## config.mk

```make
export PLATFORM = sky130hd
export DESIGN_NAME = wallace_adder
export DESIGN_NICKNAME = d
export VERILOG_FILES = /design/src/rtl/wallace_adder_full_adder.sv /design/src/rtl/wallace_adder.sv
export SDC_FILE = /design/constraint.sdc
export NUM_CORES = 1
export LEC_CHECK = 0
export BUFFER_PORTS_ARGS = -buffer_cell sky130_fd_sc_hd__clkbuf_2
export CAP_MARGIN = 20
export CORE_UTILIZATION = 40
export DETAILED_ROUTE_END_ITERATION = 8
export GPL_ROUTABILITY_DRIVEN = 0
export HOLD_SLACK_MARGIN = 0.05
export PLACE_DENSITY = 0.76
export SYNTH_ARGS = -nofsm -noshare
export SYNTH_HDL_FRONTEND = slang
export SYNTH_HIERARCHICAL = 1
export SYNTH_SLANG_ARGS = --single-unit
export TNS_END_PERCENT = 10
```

## constraint.sdc

```tcl
create_clock -name clk -period 2.2 [get_ports clk]
set_input_delay 0.11 -clock clk [delete_from_list [all_inputs] [get_ports clk]]
set_output_delay 0.11 -clock clk [all_outputs]
set_load 0.1 [all_outputs]
```

## src/rtl/wallace_adder_full_adder.sv

```systemverilog
// One-bit full adder cell.
// Shared by the carry-save row and the ripple carry-propagate adder.
module full_adder (
  input  logic x,
  input  logic y,
  input  logic cin,
  output logic sum,
  output logic cout
);

  // Sum is the parity of the three inputs, carry is their majority.
  always_comb begin
    sum  = x ^ y ^ cin;
    cout = (x & y) | (x & cin) | (y & cin);
  end

endmodule

```

## src/rtl/wallace_adder.sv

```systemverilog
// Three-operand unsigned adder: carry-save row, then a ripple CPA.
// Two register stages with a valid flag riding alongside the data.
module wallace_adder #(
  parameter int WIDTH = 4
) (
  input  logic             clk,
  input  logic             rst_n,
  input  logic             in_valid,
  input  logic [WIDTH-1:0] a,
  input  logic [WIDTH-1:0] b,
  input  logic [WIDTH-1:0] c,
  output logic             out_valid,
  output logic [WIDTH+1:0] s
);

  localparam int OW = WIDTH + 2;

  logic [WIDTH-1:0] ps_d;
  logic [WIDTH-1:0] pc_d;
  logic [WIDTH-1:0] ps_q;
  logic [WIDTH-1:0] pc_q;
  logic             v1_q;

  logic [WIDTH:0]   psx;
  logic [WIDTH:0]   rc;
  logic [OW-1:0]    s_d;
  logic [OW-1:0]    s_q;
  logic             ov_q;

  // Carry-save row: pc[i] carries weight 2^(i+1).
  for (genvar i = 0; i < WIDTH; i++) begin : g_csa
    full_adder u_fa (
      .x    (a[i]),
      .y    (b[i]),
      .cin  (c[i]),
      .sum  (ps_d[i]),
      .cout (pc_d[i])
    );
  end

  // Stage 1 holds the sum and carry vectors; not gated by valid.
  always_ff @(posedge clk or negedge rst_n) begin
    if (!rst_n) begin
      ps_q <= '0;
      pc_q <= '0;
      v1_q <= 1'b0;
    end else begin
      ps_q <= ps_d;
      pc_q <= pc_d;
      v1_q <= in_valid;
    end
  end

  assign psx   = {1'b0, ps_q};
  assign rc[0] = 1'b0;

  // Ripple CPA over bits 1..WIDTH; bit 0 has no carry partner.
  for (genvar i = 1; i <= WIDTH; i++) begin : g_cpa
    full_adder u_fa (
      .x    (psx[i]),
      .y    (pc_q[i-1]),
      .cin  (rc[i-1]),
      .sum  (s_d[i]),
      .cout (rc[i])
    );
  end

  assign s_d[0]    = ps_q[0];
  assign s_d[OW-1] = rc[WIDTH];

  // Stage 2 holds the final sum and the delayed valid.
  always_ff @(posedge clk or negedge rst_n) begin
    if (!rst_n) begin
      s_q  <= '0;
      ov_q <= 1'b0;
    end else begin
      s_q  <= s_d;
      ov_q <= v1_q;
    end
  end

  assign s         = s_q;
  assign out_valid = ov_q;

endmodule

```

==> results of run 1 <==
-- path summary, 6_finish.rpt --
path / from / to / slack [ns]
max in group asynchronous: rst_n / v1_q / 1.66
min in group asynchronous: rst_n / s[2] / 0.28
worst max register to register: pc_q[0] / s[4] / 0.07
worst min register to register: ps_q[0] / s[0] / 0.35
worst max-delay path: pc_q[0] / s[4] / 0.07
worst min-delay path: c[3] / ps_q[3] / 0.10
-- cell usage in the layout (no fill, tap or decap), drive strengths merged --
| cell | synthesis | final |
|---|---|---|
| clkbuf | 0 | 24 |
| dfrtp | 16 | 16 |
| fa | 8 | 8 |
| conb | 1 | 2 |
| dlygate4sd3 | 0 | 2 |
-- per-layer routing --
| metal | global-route usage (%) | up-vias | share of wire, % |
|---|---|---|---|
| met3 | 3.41 | 0 | 7.7 |
| met4 | 7.76 | 0 | 0 |
| met2 | 20.1 | 17 | 55 |
| met1 | 11.8 | 137 | 37 |
| li1 | - | 128 | - |
| met5 | 0 | - | 0 |
-- report_power, final --
part / total (mW) / internal, mW / switching (mW) / leakage [nW]
Clock: 0.137 / 0.0632 / 0.0734 / 0.0138
Sequential: 0.361 / 0.343 / 0.0174 / 0.186
Combinational: 0.337 / 0.0513 / 0.286 / 0.160
-- sequential cells by signal, summed over array words and instances (netlist names) --
name / cells
v1_q: 1
out_valid: 1
ps_q: 4
pc_q: 4
s: 6
-- cell families after synthesis --
group / after synthesis / synth area share, %
fa+ha+maj: 8 / 28.4
flops: 16 / 71.0
other cells: 1 / 0.665
-- final cells by class --
| class | count | area (µm²) |
|---|---|---|
| fillers | 123 | 564 |
| flip-flops and latches | 16 | 400 |
| multi-input cells | 10 | 170 |
| repair buffers | 23 | 125 |
| clock buffers | 3 | 22.5 |
| well taps | 15 | 18.8 |
-- what timing repair did --
item / in CTS / in global routing
gates resized for setup: 0 / 1
hold endpoints to repair: 17 / 0
endpoints found under the setup margin: 0 / 1
hold buffers: 2 / 0
-- stage by stage --
stage | cell area (µm²) | worst slack (ns) | util, % | total power, mW | cells
after floorplan | 568 | 0.0988 | - | 0.634 | 26
after global placement | 692 | 0.0840 | 53.2 | 0.695 | 62
after detailed placement | 692 | 0.0331 | 53.2 | 0.704 | 62
after CTS | 734 | 0.0219 | 56.4 | 0.844 | 67
after global routing | 737 | 0.0126 | 56.6 | 0.882 | 67
final | 737 | 0.0701 | 56.6 | 0.835 | 67
==> summary.md, run 1 <==
| Metric | Value |
|---|---|
| Outcome | complete, no violations |
| DRT iter0 DRCs | 1 |
| PwrDens | 1130 nW/µm² |
| WS Path Type | reg2reg |
| Initial antenna violation count | 0 |
| Rows | 13 |
| Critical Path Stages | 4 |
| Max IR drop VDD | 0.515 mV |
| Diode count | 0 |
| Post-synth EDFFs | 0 |
| Synth Flop Type | dfrtp_1 |
| Worst skew pair latency | 0.27 ns |
| Pins Over Slew Limit | 0 |
| Mapped Cells | 25 |
| GRT Resource Usage Total | 11.6% |
| CTS tree | built |
| Buf/Inv on CP | 0 |
| Ports | 22 |
| Synth Warn # | 6 |
| First-pass GRT wire length | 1070 µm |
| Period utilization | 96.8% |
| Clock Path Buffers | 2 |
| CTS root buffer | clkbuf_4 |
| Top area cells in the synthesized netlist | dfrtp_1 71%, fa_1 28%, conb_1 0.67% |
| Most Frequent Cell on Critical Path | fa_1 |
| Clock Sinks | 16 |
| Avg Cell Area, Syn | 22.6 µm² |
| Die Y-Extent | 39.6 µm |
| Num CTS Buffers | 3 |
| Maxcap violations | 0 |
| Synth top cells by count | 16 x dfrtp_1, 8 x fa_1, 1 x conb_1 |
| # DRC | 0 |
| Clock Skew | 0.000578 ns |
| CP max stage delay | 0.44 ns |
| Synth top area share | 71.0% |
| Worst path required time | 2.34 ns |
| WHS | 0.102 ns |
| Critical Path AT | 2.27 ns |
| Lkg Pwr | 0.360 nW |
| RSZ-0062 raised after global routing | false |
| Crit Path Max Fanout | 1 |
| Slew margin rel. | 64.0% |
| DP Wirelength | 569 µm |
| Worst reg2reg path depth | 4 |
| H-tree depth | 1 |
| Global route overflow | 0 |
| WL final | 699 µm |
| Yosys top cell by area | dfrtp_1 |
| Core ar. | 1300 µm² |
| CP top delay family | adder cells |
| Post-route ant nets | 0 |
| Worst hold path stage count | 2 |
| Worst setup SP type | flip-flop |
| Fraction of layout cells with a size suffix above 1 | 48.1% |
| Final setup viols | 0 |
| Avg Vias per Cell | 4.21 |
| Fmax | 470 MHz |
| Final nets | 77 |
| Number of synthesized register bits | 16 |
| Buffers on Ports | 21 |
| Crit end category | flip-flop |
| Die X-Extent | 39.6 µm |
| Minimum clock period | 2.13 ns |
| Area Overhead vs Synth | 30.6% |
| Post-CTS Setup Repair Bufs | 0 |
| Post-synthesis sequential area ratio | 71.0% |
| Slew of the pin with the lowest slew margin | 0.542 ns |
| CP cell instances | fa_2 > fa_1 > fa_1 > fa_1 |
| Via count | 282 |
| Post-synthesis cell type count | 3 |
| Count leader, synth | dfrtp_1 |
| Slowest CP cell | fa_1 |
| Hold Path Class | in2reg |
| DR pass1 iterations | 2 |
| Clock Pin Slew Worst Setup and Hold Paths | 0.08 ns |
| Hold Fails Final Rpt | 0 |
| Synth Cell Area | 564 µm² |
| Routed WL per cell | 10.4 µm |
| Async set-or-reset flop fraction in the synthesized netlist | 100% |
| Die area | 1560 µm² |
| Initial core utilization | 43.4% |
| Vias in the first global route | 284 |
| Post-route setup TNS | 0 ns |
| Largest net degree at the start of global routing | 17 |
(Power assumes the default switching activity.)
==> run 2: changes to the inputs <==
--- a/config.mk
+++ b/config.mk
@@ -5,13 +5,15 @@
 export SDC_FILE = /design/constraint.sdc
 export NUM_CORES = 1
 export LEC_CHECK = 0
+export ABC_AREA = 1
 export BUFFER_PORTS_ARGS = -buffer_cell sky130_fd_sc_hd__clkbuf_2
 export CAP_MARGIN = 20
-export CORE_UTILIZATION = 40
+export CORE_AREA = 2 2 39 41
 export DETAILED_ROUTE_END_ITERATION = 8
+export DIE_AREA = 0 0 41 43
 export GPL_ROUTABILITY_DRIVEN = 0
 export HOLD_SLACK_MARGIN = 0.05
-export PLACE_DENSITY = 0.76
+export PLACE_DENSITY = 0.77
 export SYNTH_ARGS = -nofsm -noshare
 export SYNTH_HDL_FRONTEND = slang
 export SYNTH_HIERARCHICAL = 1
==> constraint.sdc (replaced) <==
create_clock -name clk -period 2.1 [get_ports clk]
set_input_delay 0.315 -clock clk [delete_from_list [all_inputs] [get_ports clk]]
set_output_delay 0.315 -clock clk [all_outputs]
set_load 0.1 [all_outputs]
==> summary.md, run 2 (synthesized netlist as in run 1, its figures left out) <==
| Metric | Value |
|---|---|
| Diode count | 0 (unchanged) |
| Slowest CP cell | fa_1 (unchanged) |
| CP top delay family | adder cells (unchanged) |
| Area Overhead vs Synth | 29.9% (was 30.6%) |
| Post-Layout Inst Area | 733 µm² (was 737 µm²) |
| Fraction of layout cells with a size suffix above 1 | 52.9% (was 48.1%) |
| Post-route ant nets | 0 (unchanged) |
| Period utilization | 97.4% (was 96.8%) |
| Final nets | 76 (was 77) |
| CTS tree | built (unchanged) |
| Vias in the first global route | 312 (was 284) |
| Via count | 285 (was 282) |
| Critical Path AT | 2.20 ns (was 2.27 ns) |
| WS Path Type | reg2reg (unchanged) |
| Maxcap violations | 0 (unchanged) |
| Placed insts | 63 (was 62) |
| Lkg Pwr | 0.354 nW (was 0.360 nW) |
| Buf/Inv on CP | 0 (unchanged) |
| H-tree depth | 1 (unchanged) |
| Initial antenna violation count | 0 (unchanged) |
| Hold Path Class | in2reg (unchanged) |
| Worst path required time | 2.25 ns (was 2.34 ns) |
| Fmax | 489 MHz (was 470 MHz) |
| Final setup viols | 0 (unchanged) |
| Max FFs per register | 6 (unchanged) |
| Crit end category | flip-flop (unchanged) |
| Worst setup SP type | flip-flop (unchanged) |
| Global route overflow | 0 (unchanged) |
| WHS | 0.143 ns (was 0.102 ns) |
| Initial core utilization | 40.8% (was 43.4%) |
| # DRC | 0 (unchanged) |
| Worst skew pair latency | 0.27 ns (about the same) |
| Worst hold path stage count | 1 (was 2) |
| GRT Resource Usage Total | 11.1% (was 11.6%) |
| Most Frequent Cell on Critical Path | fa_2 (was fa_1) |
| Outcome | complete, no violations (unchanged) |
| RSZ-0062 raised after global routing | false (unchanged) |
| Pins Over Slew Limit | 0 (unchanged) |
| Clock Pin Slew Worst Setup and Hold Paths | 0.08 ns (about the same) |
| Minimum clock period | 2.05 ns (was 2.13 ns) |
| Crit Path Max Fanout | 1 (unchanged) |
| Clock Skew | 0.000849 ns (was 0.000578 ns) |
| Die Y-Extent | 43 µm (was 39.6 µm) |
| Ports | 22 (unchanged) |
| Largest net degree at the start of global routing | 17 (unchanged) |
| Clock Path Buffers | 2 (unchanged) |
| Commonest non-fill, non-tap cell in the layout | clkbuf_2 (unchanged) |
| Routed WL per cell | 11.4 µm (was 10.4 µm) |
| DP Area | 696 µm² (was 692 µm²) |
| CP max stage delay | 0.43 ns (was 0.44 ns) |
| Most frequent cells in the layout | 21 x clkbuf_2, 16 x dfrtp_1, 5 x fa_1, 3 x clkbuf_4, 3 x fa_2 (was 21 x clkbuf_2, 16 x dfrtp_1, 7 x fa_1, 3 x clkbuf_4) |
| DR pass1 iterations | 4 (was 2) |
| Slew margin rel. | 64.2% (was 64.0%) |
| Post-CTS Setup Repair Bufs | 0 (unchanged) |
| First-pass GRT wire length | 1200 µm (was 1070 µm) |
| Die X-Extent | 41 µm (was 39.6 µm) |
| Critical Path Stages | 4 (unchanged) |
| Clock Sinks | 16 (unchanged) |
| PwrDens | 1210 nW/µm² (was 1130 nW/µm²) |
| Slew of the pin with the lowest slew margin | 0.540 ns (was 0.542 ns) |
| Avg Vias per Cell | 4.25 (was 4.21) |
| Buffers on Ports | 21 (unchanged) |
| Num CTS Buffers | 3 (unchanged) |
| Core ar. | 1380 µm² (was 1300 µm²) |
| Fill count | 121 (was 123) |
| Rows | 14 (was 13) |
| CTS root buffer | clkbuf_4 (unchanged) |
| Cell Count, Final, Fillers Out | 67 (unchanged) |
| CP cell instances | fa_2 > fa_2 > fa_2 > fa_1 (was fa_2 > fa_1 > fa_1 > fa_1) |
| Hold Fails Final Rpt | 0 (unchanged) |
| Worst reg2reg path depth | 4 (unchanged) |
| Die area | 1760 µm² (was 1560 µm²) |
| WL final | 764 µm (was 699 µm) |
| Max IR drop VDD | 0.374 mV (was 0.515 mV) |
| Post-route setup TNS | 0 ns (unchanged) |
| DRT iter0 DRCs | 1 (unchanged) |
run 2: worst paths after layout:
path | from | to | slack (ns)
setup / recovery | pc_q[0] | s[4] | 0.05
hold / removal | in_valid | v1_q | 0.14
setup reg to reg | pc_q[0] | s[4] | 0.05
hold reg to reg | v1_q | out_valid | 0.35
max in group asynchronous | rst_n | s[2] | 1.35
min in group asynchronous | rst_n | s[0] | 0.49
run 2: report_power, final:
group | switching [mW] | internal [mW] | total (mW)
clock network | 0.0832 | 0.0664 | 0.150
registers | 0.0202 | 0.360 | 0.380
logic | 0.300 | 0.0539 | 0.354
run 2: per-stage QoR:
| stage | total power [mW] | util [%] | worst slack (ns) |
|---|---|---|---|
| after CTS | 0.896 | 52.8 | 0.0111 |
| after global routing | 0.932 | 53.0 | 0.0201 |
| after detailed placement | 0.740 | 50.3 | -0.0210 |
| final | 0.884 | 53.0 | 0.0549 |
| after global placement | 0.730 | 50.3 | 0.0218 |
| after floorplan | 0.665 | - | 0.0353 |
run 2: metal layers:
layer	GRT usage [%]	vias to the layer above	share of wire [%]
li1	-	125	-
met1	13.7	142	36
met2	15.9	16	56
met3	3.14	2	7.1
met4	8.00	0	1.3
met5	0	-	0
run 2: cell type report:
type | count | area [µm²] | share of cell area, %
flip-flops and latches | 16 | 400 | 54.6
multi-input cells | 10 | 175 | 23.9
repair buffers | 22 | 115 | 15.7
clock buffers | 3 | 22.5 | 3.07
well taps | 16 | 20.0 | 2.73
run 2: repair_timing:
item | 4_1_cts | 5_1_grt
setup endpoints to repair | 1 | 1
cloned | 0 | 0
hold buffers | 1 | 0
gates resized for setup | 1 | 1
hold endpoints to repair | 16 | 0
